File: src/rtl/ppu_pkg.sv
// Shared PPUMASK bit positions, palette constants and pixel type for the PPU pixel output stage.
package ppu_pkg;

  localparam int GRAY     = 0;
  localparam int BG_LEFT  = 1;
  localparam int SPR_LEFT = 2;
  localparam int SHOW_BG  = 3;
  localparam int SHOW_SPR = 4;
  localparam int EMPH_LSB = 5;

  localparam logic [4:0] BACKDROP_ADDR = 5'h00;
  localparam logic [5:0] GRAY_MASK     = 6'h30;

  typedef struct packed {
    logic [1:0] pixel;
    logic [1:0] palette;
  } ppu_pix_t;

endpackage

File: src/rtl/ppu_pixel_mux_if.sv
// Pixel-in / palette RAM / colour-out signal bundle of the PPU pixel mux.
interface ppu_pixel_mux_if;

  logic       pixel_en;
  logic [7:0] pixel_x;
  logic [1:0] bg_pixel;
  logic [1:0] bg_palette;
  logic [1:0] spr_pixel;
  logic [1:0] spr_palette;
  logic       spr_behind;
  logic       spr_is_zero;
  logic [7:0] ppumask_in;
  logic       sprite0_clear;
  logic [4:0] pal_addr;
  logic       pal_rd_en;
  logic [5:0] pal_data;
  logic [5:0] color_out;
  logic [2:0] emphasis_out;
  logic       color_valid;
  logic       sprite0_hit;

  modport master (
    output pixel_en, pixel_x, bg_pixel, bg_palette, spr_pixel, spr_palette,
           spr_behind, spr_is_zero, ppumask_in, sprite0_clear, pal_data,
    input  pal_addr, pal_rd_en, color_out, emphasis_out, color_valid, sprite0_hit
  );

  modport slave (
    input  pixel_en, pixel_x, bg_pixel, bg_palette, spr_pixel, spr_palette,
           spr_behind, spr_is_zero, ppumask_in, sprite0_clear, pal_data,
    output pal_addr, pal_rd_en, color_out, emphasis_out, color_valid, sprite0_hit
  );

endinterface

File: src/rtl/ppu_priority_mux.sv
// Combinational left-column clipping, bg/sprite priority resolution and sprite-0 hit candidate.
module ppu_priority_mux
  import ppu_pkg::*;
#(
  parameter int LEFT_CLIP_W = 8,
  parameter int HIT_X_EXCL  = 255
) (
  input  logic [7:0] i_pixel_x,
  input  ppu_pix_t   i_bg,
  input  ppu_pix_t   i_spr,
  input  logic       i_spr_behind,
  input  logic       i_spr_is_zero,
  input  logic       i_show_bg,
  input  logic       i_show_spr,
  input  logic       i_bg_left,
  input  logic       i_spr_left,
  output logic [4:0] o_pal_addr,
  output logic       o_hit_cand
);

  logic w_past_clip;
  logic w_bg_vis;
  logic w_spr_vis;

  always_comb begin
    w_past_clip = (int'(i_pixel_x) >= LEFT_CLIP_W);
    w_bg_vis    = (i_bg.pixel != 2'b00) && i_show_bg && (w_past_clip || i_bg_left);
    w_spr_vis   = (i_spr.pixel != 2'b00) && i_show_spr && (w_past_clip || i_spr_left);

    // Sprite wins unless it is flagged behind and the background is opaque.
    o_pal_addr = BACKDROP_ADDR;
    if (w_spr_vis && !(w_bg_vis && i_spr_behind)) begin
      o_pal_addr = {1'b1, i_spr.palette, i_spr.pixel};
    end else if (w_bg_vis) begin
      o_pal_addr = {1'b0, i_bg.palette, i_bg.pixel};
    end

    o_hit_cand = w_bg_vis && w_spr_vis && i_spr_is_zero && (int'(i_pixel_x) != HIT_X_EXCL);
  end

endmodule

File: src/rtl/ppu_pixel_mux.sv
// Final PPU pixel stage: palette address lookup, grayscale/emphasis tagging and sticky sprite-0 hit.
module ppu_pixel_mux
  import ppu_pkg::*;
#(
  parameter int LEFT_CLIP_W = 8,
  parameter int HIT_X_EXCL  = 255
) (
  input logic           clk,
  input logic           reset,
  ppu_pixel_mux_if.slave bus
);

  ppu_pix_t   w_bg;
  ppu_pix_t   w_spr;
  logic [4:0] w_pal_addr;
  logic       w_hit_cand;

  logic [4:0] r_pal_addr_p1;
  logic       r_vld_p1;
  logic       r_gray_p1;
  logic [2:0] r_emph_p1;
  logic [5:0] r_color_p2;
  logic [2:0] r_emph_p2;
  logic       r_vld_p2;
  logic       r_sprite0_hit;

  function automatic logic [5:0] f_grayscale(input logic i_gray, input logic [5:0] i_color);
    return i_gray ? (i_color & GRAY_MASK) : i_color;
  endfunction

  assign w_bg  = {bus.bg_pixel, bus.bg_palette};
  assign w_spr = {bus.spr_pixel, bus.spr_palette};

  ppu_priority_mux #(
    .LEFT_CLIP_W (LEFT_CLIP_W),
    .HIT_X_EXCL  (HIT_X_EXCL)
  ) u_priority (
    .i_pixel_x     (bus.pixel_x),
    .i_bg          (w_bg),
    .i_spr         (w_spr),
    .i_spr_behind  (bus.spr_behind),
    .i_spr_is_zero (bus.spr_is_zero),
    .i_show_bg     (bus.ppumask_in[SHOW_BG]),
    .i_show_spr    (bus.ppumask_in[SHOW_SPR]),
    .i_bg_left     (bus.ppumask_in[BG_LEFT]),
    .i_spr_left    (bus.ppumask_in[SPR_LEFT]),
    .o_pal_addr    (w_pal_addr),
    .o_hit_cand    (w_hit_cand)
  );

  // Stage 1: palette address and the mask bits this pixel will be finished with.
  always_ff @(posedge clk or posedge reset) begin
    if (reset) begin
      r_vld_p1      <= 1'b0;
      r_pal_addr_p1 <= '0;
      r_gray_p1     <= 1'b0;
      r_emph_p1     <= '0;
    end else begin
      r_vld_p1 <= bus.pixel_en;
      if (bus.pixel_en) begin
        r_pal_addr_p1 <= w_pal_addr;
        r_gray_p1     <= bus.ppumask_in[GRAY];
        r_emph_p1     <= bus.ppumask_in[EMPH_LSB +: 3];
      end
    end
  end

  // Stage 2: palette data returned; colour and emphasis hold between valid pixels.
  always_ff @(posedge clk or posedge reset) begin
    if (reset) begin
      r_vld_p2   <= 1'b0;
      r_color_p2 <= '0;
      r_emph_p2  <= '0;
    end else begin
      r_vld_p2 <= r_vld_p1;
      if (r_vld_p1) begin
        r_color_p2 <= f_grayscale(r_gray_p1, bus.pal_data);
        r_emph_p2  <= r_emph_p1;
      end
    end
  end

  always_ff @(posedge clk or posedge reset) begin
    if (reset) begin
      r_sprite0_hit <= 1'b0;
    end else if (bus.sprite0_clear) begin
      r_sprite0_hit <= 1'b0;
    end else if (bus.pixel_en && w_hit_cand) begin
      r_sprite0_hit <= 1'b1;
    end
  end

  assign bus.pal_addr     = r_pal_addr_p1;
  assign bus.pal_rd_en    = r_vld_p1;
  assign bus.color_out    = r_color_p2;
  assign bus.emphasis_out = r_emph_p2;
  assign bus.color_valid  = r_vld_p2;
  assign bus.sprite0_hit  = r_sprite0_hit;

endmodule

File: src/flat_wrapper.sv
// flat-port wrapper written by rule: the top's interface ports become plain ports
module ppu_pixel_mux_flat import ppu_pkg::*;
#(
  parameter int LEFT_CLIP_W = 8,
  parameter int HIT_X_EXCL  = 255
)
  (clk, reset, bus_pixel_en, bus_pixel_x, bus_bg_pixel, bus_bg_palette, bus_spr_pixel, bus_spr_palette, bus_spr_behind, bus_spr_is_zero, bus_ppumask_in, bus_sprite0_clear, bus_pal_data, bus_pal_addr, bus_pal_rd_en, bus_color_out, bus_emphasis_out, bus_color_valid, bus_sprite0_hit);
  ppu_pixel_mux_if bus_i ();
  input logic clk;
  input logic reset;
  input wire logic [$bits(bus_i.pixel_en)-1:0] bus_pixel_en;
  input wire logic [$bits(bus_i.pixel_x)-1:0] bus_pixel_x;
  input wire logic [$bits(bus_i.bg_pixel)-1:0] bus_bg_pixel;
  input wire logic [$bits(bus_i.bg_palette)-1:0] bus_bg_palette;
  input wire logic [$bits(bus_i.spr_pixel)-1:0] bus_spr_pixel;
  input wire logic [$bits(bus_i.spr_palette)-1:0] bus_spr_palette;
  input wire logic [$bits(bus_i.spr_behind)-1:0] bus_spr_behind;
  input wire logic [$bits(bus_i.spr_is_zero)-1:0] bus_spr_is_zero;
  input wire logic [$bits(bus_i.ppumask_in)-1:0] bus_ppumask_in;
  input wire logic [$bits(bus_i.sprite0_clear)-1:0] bus_sprite0_clear;
  input wire logic [$bits(bus_i.pal_data)-1:0] bus_pal_data;
  output wire logic [$bits(bus_i.pal_addr)-1:0] bus_pal_addr;
  output wire logic [$bits(bus_i.pal_rd_en)-1:0] bus_pal_rd_en;
  output wire logic [$bits(bus_i.color_out)-1:0] bus_color_out;
  output wire logic [$bits(bus_i.emphasis_out)-1:0] bus_emphasis_out;
  output wire logic [$bits(bus_i.color_valid)-1:0] bus_color_valid;
  output wire logic [$bits(bus_i.sprite0_hit)-1:0] bus_sprite0_hit;
  assign bus_i.pixel_en = bus_pixel_en;
  assign bus_i.pixel_x = bus_pixel_x;
  assign bus_i.bg_pixel = bus_bg_pixel;
  assign bus_i.bg_palette = bus_bg_palette;
  assign bus_i.spr_pixel = bus_spr_pixel;
  assign bus_i.spr_palette = bus_spr_palette;
  assign bus_i.spr_behind = bus_spr_behind;
  assign bus_i.spr_is_zero = bus_spr_is_zero;
  assign bus_i.ppumask_in = bus_ppumask_in;
  assign bus_i.sprite0_clear = bus_sprite0_clear;
  assign bus_i.pal_data = bus_pal_data;
  assign bus_pal_addr = bus_i.pal_addr;
  assign bus_pal_rd_en = bus_i.pal_rd_en;
  assign bus_color_out = bus_i.color_out;
  assign bus_emphasis_out = bus_i.emphasis_out;
  assign bus_color_valid = bus_i.color_valid;
  assign bus_sprite0_hit = bus_i.sprite0_hit;
  ppu_pixel_mux #(.LEFT_CLIP_W(LEFT_CLIP_W), .HIT_X_EXCL(HIT_X_EXCL)) u_core (.clk(clk), .reset(reset), .bus(bus_i));
endmodule
File: config.mk
export PLATFORM = sky130hd
export DESIGN_NAME = ppu_pixel_mux_flat
export DESIGN_NICKNAME = d
export VERILOG_FILES = /design/src/rtl/ppu_pkg.sv /design/src/rtl/ppu_pixel_mux_if.sv /design/src/rtl/ppu_priority_mux.sv /design/src/rtl/ppu_pixel_mux.sv /design/src/flat_wrapper.sv
export SDC_FILE = /design/constraint.sdc
export NUM_CORES = 1
export LEC_CHECK = 0
export CAP_MARGIN = 20
export CORE_MARGIN = 8
export CORE_UTILIZATION = 33
export DETAILED_ROUTE_END_ITERATION = 10
export PLACE_DENSITY = 0.84
export SLEW_MARGIN = 20
export SYNTH_ARGS = -nofsm -noshare
export SYNTH_HDL_FRONTEND = slang
export SYNTH_SLANG_ARGS = --single-unit
File: constraint.sdc
create_clock -name clk -period 1.1 [get_ports clk]
set_clock_uncertainty 0.15 [all_clocks]
set_input_delay 0.22 -clock clk [delete_from_list [all_inputs] [get_ports clk]]
set_output_delay 0.22 -clock clk [all_outputs]
set_load 0.05 [all_outputs]
==> run metrics, run 1 <==
result of the run=finished, violations left; failing checks=negative setup slack; crit-path max cell delay=0.36 ns; final standard cell area without fillers=2040 µm²; area growth from synthesis to final layout=123%; DRC marker count from the first detailed-route iteration=33; unrepaired setup endpoints after global routing=true; classification of the worst setup path=in -> reg; final WL=~3500 µm; residual overflow from global routing=0; proportion of synthesized chip area in sequential cells=a little under three fifths; fmax=730 MHz; core area=2690 µm²; pin count of the biggest net entering global routing=22; Critical Path Start Type=primary input; data required time at the worst endpoint=1.16 ns; Post-route DRC=0; die boundary height=68.6 µm; vias after detailed routing=954; measured slew at the worst slew-check pin=0.274 ns; clock tree from TritonCTS=built; unique cell type count in the Yosys netlist=24; wire length of the first global-routing pass=4960 µm; number of synthesized register bits=21; routed wirelength normalized by instance count=around 18 µm; Clock Sinks=21; DIE WIDTH=a little under 70 µm; cell area power density=1120 nW/µm²; mapped cell area=around 910 µm²; worst-case clock buffer depth=2; boundary pin count=53; CP max FO=4; floorplan die area=around 4700 µm²; Lkg Pwr=0.955 nW; Max stage delay cell, worst path=sky130_fd_sc_hd__a221o_1; MaxCap Viol Count=0; kind of path behind the tightest hold check=in -> async; total number of placement rows=19; Worst VDD drop=1.06 mV; clk root buf=sky130_fd_sc_hd__clkbuf_4; port buffer count=52; total half-perimeter wirelength after legalization and detailed placement=between 2000 and 2500 µm; post-placement cell area=around 1800 µm²; initial standard-cell utilization of the core=34.0%; count of final hold-check violations=0; Synthesized Nets=110; all-layer global routing usage=around 14%; maximum level of the CTS H-tree=1; count of antenna-violating nets left after detailed routing=0; number of warning messages in the yosys log=0; number of vias per cell=4.97; total of hold buffers inserted after clock tree synthesis=0; drt pass-1 iters=4; fraction of layout instances using a drive strength above 1=50.3%; antenna diode count=0; share of the core filled with cells in the final layout=75.8%; synthesized netlist cell count=74; total of endpoints with negative setup slack in the final report=32; minimum setup slack in the final design=-0.270 ns; critical-path cell list=clkdlybuf4s15_2 -> nor4_4 -> nor3b_4 -> buf_4 -> o31a_4 -> a221o_1; Clock Latency Late Sink=0.31 ns; Final Max Slew Viols=0; Buf/Inv on CP=2; data arrival at the endpoint of the critical path=1.43 ns; Max transition margin=81.6%; clock slew seen by the registers of the worst setup and hold paths=0.12 ns; kind of end point of the critical path=flip-flop; Worst path top cell family by delay=compound AO/OA/AOI/OAI gates; shortest clock period the worst path allows after layout=1.37 ns; Final Wtd Congestion=0.774; number of clock buffers inserted by TritonCTS=3; power after layout=between 0.002 and 0.0025 W; net count of the finished layout=198; period utilisation layout=125%; average instance area after synthesis=roughly 12 µm²; vias in the first global route=1051; antenna violations before repair=0; DP Worst Slack=-0.950 ns
## layout make-up
cell class | count | area, µm²
Clock inverter | 1 | 5.00
Timing Repair Buffer | 85 | 981
Inverter | 7 | 26.3
Tap cell | 31 | 38.8
Clock buffer | 3 | 22.5
Fill cell | 176 | 649
Multi-Input combinational cell | 44 | 437
Sequential cell | 21 | 527
## cell families (layout without fill, tap and decap cells)
group           count (synthesis)  after routing  synth area share (%)
simple gates                   18             18                  14.0
buf+inv                         9             96                  3.83
compound gates                 17             17                  13.7
flops                          21             21                  57.5
mux                             9              9                  11.1
## cells in the mapped netlist (all sizes together)
| library cell | count | area share (%) |
|---|---|---|
| mux2 | 9 | 11 |
| nand2 | 4 | 1.6 |
| a221o | 4 | 4.4 |
| nor2 | 1 | 0.41 |
| a21o | 1 | 0.82 |
| o22ai | 1 | 0.68 |
| o31a | 1 | 1.1 |
| clkbuf | 1 | 0.41 |
| nor2b | 3 | 2.1 |
| buf | 1 | 0.55 |
| dfrtp | 21 | 57 |
| nor3 | 3 | 1.6 |
| inv | 7 | 2.9 |
| a22o | 1 | 0.96 |
| o21ai | 4 | 2.2 |
| o211ai | 3 | 2.5 |
| a21oi | 2 | 1.1 |
| nor3b | 1 | 2.1 |
| nor4 | 2 | 3.7 |
| nand3 | 2 | 1.1 |
| nand4 | 2 | 1.4 |
## through the flow
| stage | hold slack, ns | instances | TNS (ns) |
|---|---|---|---|
| 3_3_place_gp | 0.317 | 168 | -7.18 |
| 4_1_cts | 0.0640 | 182 | -4.73 |
| 5_1_grt | 0.0621 | 192 | -7.18 |
| 3_5_place_dp | 0.336 | 168 | -7.90 |
| 6_report | 0.0713 | 192 | -6.01 |
| 2_1_floorplan | 0.0465 | 74 | -2.73 |
## flip-flops by register name, summed over array words and instances (netlist names)
name / flops
u_core.bus.pal_rd_en: 1
u_core.r_gray_p1: 1
u_core.bus.pal_addr: 5
u_core.bus.sprite0_hit: 1
u_core.r_emph_p1: 3
u_core.bus.emphasis_out: 3
u_core.bus.color_out: 6
u_core.bus.color_valid: 1
## cell usage in the layout (no fill, tap or decap), drive strengths merged, types with 4 or more instances in the layout
cell type	count
mux2	9
clkdlybuf4s50	20
dfrtp	21
nand2	4
o21ai	4
a221o	4
buf	53
dlygate4sd2	10
inv	7
## worst paths after layout
kind | slack [ns] | endpoint | startpoint | cells past startpoint
max in group asynchronous | 0.59 | u_core.bus.pal_rd_en$_DFF_PP0_ | reset | 3
max | -0.27 | u_core.bus.pal_addr[3]$_DFFE_PP0P_ | bus_pixel_x[5] | 6
max reg2reg | -0.18 | u_core.bus.emphasis_out[0]$_DFFE_PP0P_ | u_core.bus.pal_rd_en$_DFF_PP0_ | 3
min in group clk | 0.26 | u_core.bus.pal_rd_en$_DFF_PP0_ | bus_pixel_en | 2
min | 0.07 | u_core.bus.pal_rd_en$_DFF_PP0_ | reset | 3
min reg2reg | 0.38 | u_core.bus.emphasis_out[2]$_DFFE_PP0P_ | u_core.r_emph_p1[2]$_DFFE_PP0P_ | 1
## what timing repair did
item / in CTS / in global routing
resized for setup: 45 / 15
setup buffers: 10 / 12
pin swaps: 11 / 9
setup endpoints to repair: 35 / 32
## report_power, final
group	internal, W	switching, W
registers	0.000850	0.0000857
logic	0.000545	0.000424
clock network	0.000136	0.000234
## per-layer routing
layer | vias to the layer above | share of wire (%) | wire [µm] | GRT usage, %
met2 | 42 | 54 | 1890 | 26.5
met4 | 0 | 1.1 | 39 | 4.60
met3 | 5 | 7.7 | 270 | 2.42
met5 | - | 0 | 0 | 0
met1 | 463 | 37 | 1320 | 15.5
li1 | 444 | - | - | -
## worst register-to-register path, stage by stage (launching register included)
cell,delay [ns]
sky130_fd_sc_hd__dfrtp_2,0.48
sky130_fd_sc_hd__buf_6,0.13
sky130_fd_sc_hd__buf_6,0.12
sky130_fd_sc_hd__mux2_4,0.29
(Power assumes the default switching activity.)
==> inputs of run 2 (changes only) <==
--- a/config.mk
+++ b/config.mk
@@ -6,11 +6,13 @@
 export NUM_CORES = 1
 export LEC_CHECK = 0
 export CAP_MARGIN = 20
+export CELL_PAD_IN_SITES_DETAIL_PLACEMENT = 1
+export CELL_PAD_IN_SITES_GLOBAL_PLACEMENT = 1
 export CORE_MARGIN = 8
-export CORE_UTILIZATION = 33
+export CORE_UTILIZATION = 24
 export DETAILED_ROUTE_END_ITERATION = 10
-export PLACE_DENSITY = 0.84
-export SLEW_MARGIN = 20
+export GPL_ROUTABILITY_DRIVEN = 0
+export PLACE_DENSITY = 0.83
 export SYNTH_ARGS = -nofsm -noshare
 export SYNTH_HDL_FRONTEND = slang
 export SYNTH_SLANG_ARGS = --single-unit
==> run 2 against run 1 <==
  * The run still ends with negative setup slack left
  * Worst hold slack gained 0.077 ns
  * Via count grew 1.3%
  * Clock power grew 32%
  * Largest cell class unchanged
==> run metrics, run 2 (synthesis gave the netlist of run 1 again) <==
kind of path behind the tightest hold check=in -> async; share of the core filled with cells in the final layout=56.4%; pin count of the biggest net entering global routing=22; number of vias per cell=4.62; Clock Latency Late Sink=0.25 ns; Worst VDD drop=0.419 mV; Max stage delay cell, worst path=sky130_fd_sc_hd__a221o_1; antenna diode count=0; fraction of layout instances using a drive strength above 1=between 40% and 50%; total of hold buffers inserted after clock tree synthesis=0; worst-case reg-to-reg path depth=2; drt pass-1 iters=4; initial standard-cell utilization of the core=25.0%; antenna violations before repair=0; maximum level of the CTS H-tree=1; boundary pin count=53; Lkg Pwr=0.950 nW; Worst path top cell family by delay=compound AO/OA/AOI/OAI gates; die boundary height=77.7 µm; measured slew at the worst slew-check pin=between 0.2 and 0.3 ns; final WL=around 3700 µm; critical-path cell list=dlygate4sd2_1 -> nor3b_4 -> buf_4 -> o31a_4 -> a221o_1; data arrival at the endpoint of the critical path=1.38 ns; count of antenna-violating nets left after detailed routing=0; DP Worst Slack=-0.950 ns; clk root buf=sky130_fd_sc_hd__clkbuf_8; area growth from synthesis to final layout=126%; routed wirelength normalized by instance count=17.9 µm; flip-flop count of the largest register after layout=6; total half-perimeter wirelength after legalization and detailed placement=2810 µm; floorplan die area=6040 µm²; vias in the first global route=1124; total number of placement rows=22; port buffer count=52; critical path endpoint=u_core.bus.pal_addr[2]$_DFFE_PP0P_; failing checks=negative setup slack; Clock Sinks=21; net count of the finished layout=198; unrepaired setup endpoints after global routing=true; classification of the worst setup path=in -> reg; Critical Path Start Type=primary input; logic depth of the worst setup path including buffers=5; shortest clock period the worst path allows after layout=approximately 1.4 ns; most frequent cells in the layout=sky130_fd_sc_hd__buf_4 (24), sky130_fd_sc_hd__clkdlybuf4s50_1 (20), sky130_fd_sc_hd__dfrtp_1 (20); kind of end point of the critical path=flip-flop; first element of the critical path=bus_pixel_x[6]; period utilisation layout=127%; Post-route DRC=0; residual overflow from global routing=0; fmax=around 700 MHz; clock tree from TritonCTS=built; all-layer global routing usage=11.7%; wire length of the first global-routing pass=~5700 µm; core area=~3700 µm²; vias after detailed routing=966; clock slew seen by the registers of the worst setup and hold paths=0.07 ns; crit-path max cell delay=0.33 ns; CP max FO=4; DRC marker count from the first detailed-route iteration=18; cell area power density=1160 nW/µm²; r2r startpoint=u_core.bus.pal_rd_en$_DFF_PP0_; most frequent standard cell in the layout excluding fill and tap cells=sky130_fd_sc_hd__buf_4; Buf/Inv on CP=2; DIE WIDTH=77.7 µm; worst-case clock buffer depth=2; total of endpoints with negative setup slack in the final report=29; result of the run=finished, violations left; MaxCap Viol Count=0; number of clock buffers inserted by TritonCTS=3; data required time at the worst endpoint=~1.1 ns; capturing point of the worst reg2reg path=u_core.bus.color_out[5]$_DFFE_PP0P_; minimum setup slack in the final design=-0.297 ns; Max transition margin=81.4%; worst setup slack for register-to-register paths=-0.08 ns; count of final hold-check violations=0; Final Max Slew Viols=0
run 2: layout make-up:
| cell class | count | area, µm² |
|---|---|---|
| inverter | 7 | 26.3 |
| sequential | 21 | 527 |
| multi-input combinational | 44 | 443 |
| clock buffer | 4 | 45.0 |
| fill | 379 | 1600 |
| timing repair buffer | 85 | 963 |
| tap | 48 | 60.1 |
run 2: through the flow:
step | total power [W] | setup TNS (ns) | area, µm² | std cells | hold slack (ns)
floorplan | 0.00127 | -2.73 | 943 | 74 | 0.0465
global placement | 0.00179 | -7.04 | 1790 | 186 | 0.331
detailed placement | 0.00182 | -7.86 | 1790 | 186 | 0.347
CTS | 0.00237 | -3.98 | 1970 | 202 | 0.150
global route | 0.00250 | -4.67 | 2060 | 209 | 0.164
finish | 0.00240 | -3.74 | 2060 | 209 | 0.148
run 2: repair_timing:
item	in CTS	in global routing
buffers inserted	12	7
pin swaps	11	8
gates cloned	0	0
endpoints found under the setup margin	36	32
resized for setup	43	14
run 2: report_power, final:
group | internal (W) | total (W) | switching [W]
combinational | 0.000544 | 0.000977 | 0.000433
sequential | 0.000850 | 0.000935 | 0.0000851
clock | 0.000257 | 0.000488 | 0.000231
total | 0.00165 | 0.00240 | 0.000749
run 2: how the worst min path moves through the flow:
stage / startpoint / to / cells past startpoint
after floorplan: reset / u_core.bus.color_out[0]$_DFFE_PP0P_ / 1
after CTS: reset / u_core.bus.color_out[4]$_DFFE_PP0P_ / 3
after global placement: u_core.r_gray_p1$_DFFE_PP0P_ / u_core.bus.color_out[0]$_DFFE_PP0P_ / 1
after global routing: reset / u_core.bus.color_out[4]$_DFFE_PP0P_ / 3
final: reset / u_core.bus.color_out[5]$_DFFE_PP0P_ / 3
after detailed placement: u_core.r_emph_p1[2]$_DFFE_PP0P_ / u_core.bus.emphasis_out[2]$_DFFE_PP0P_ / 1
run 2: worst register-to-register path: stages (launching register included):
cell and delay (ns):
sky130_fd_sc_hd__dfrtp_2 0.48, sky130_fd_sc_hd__buf_6 0.15, sky130_fd_sc_hd__mux2_4 0.29
run 2: layer usage:
metal	global-route usage, %	wire length, µm
met1	12.7	1490
met2	21.2	1980
met3	3.00	183
met4	4.53	91
met5	0	0
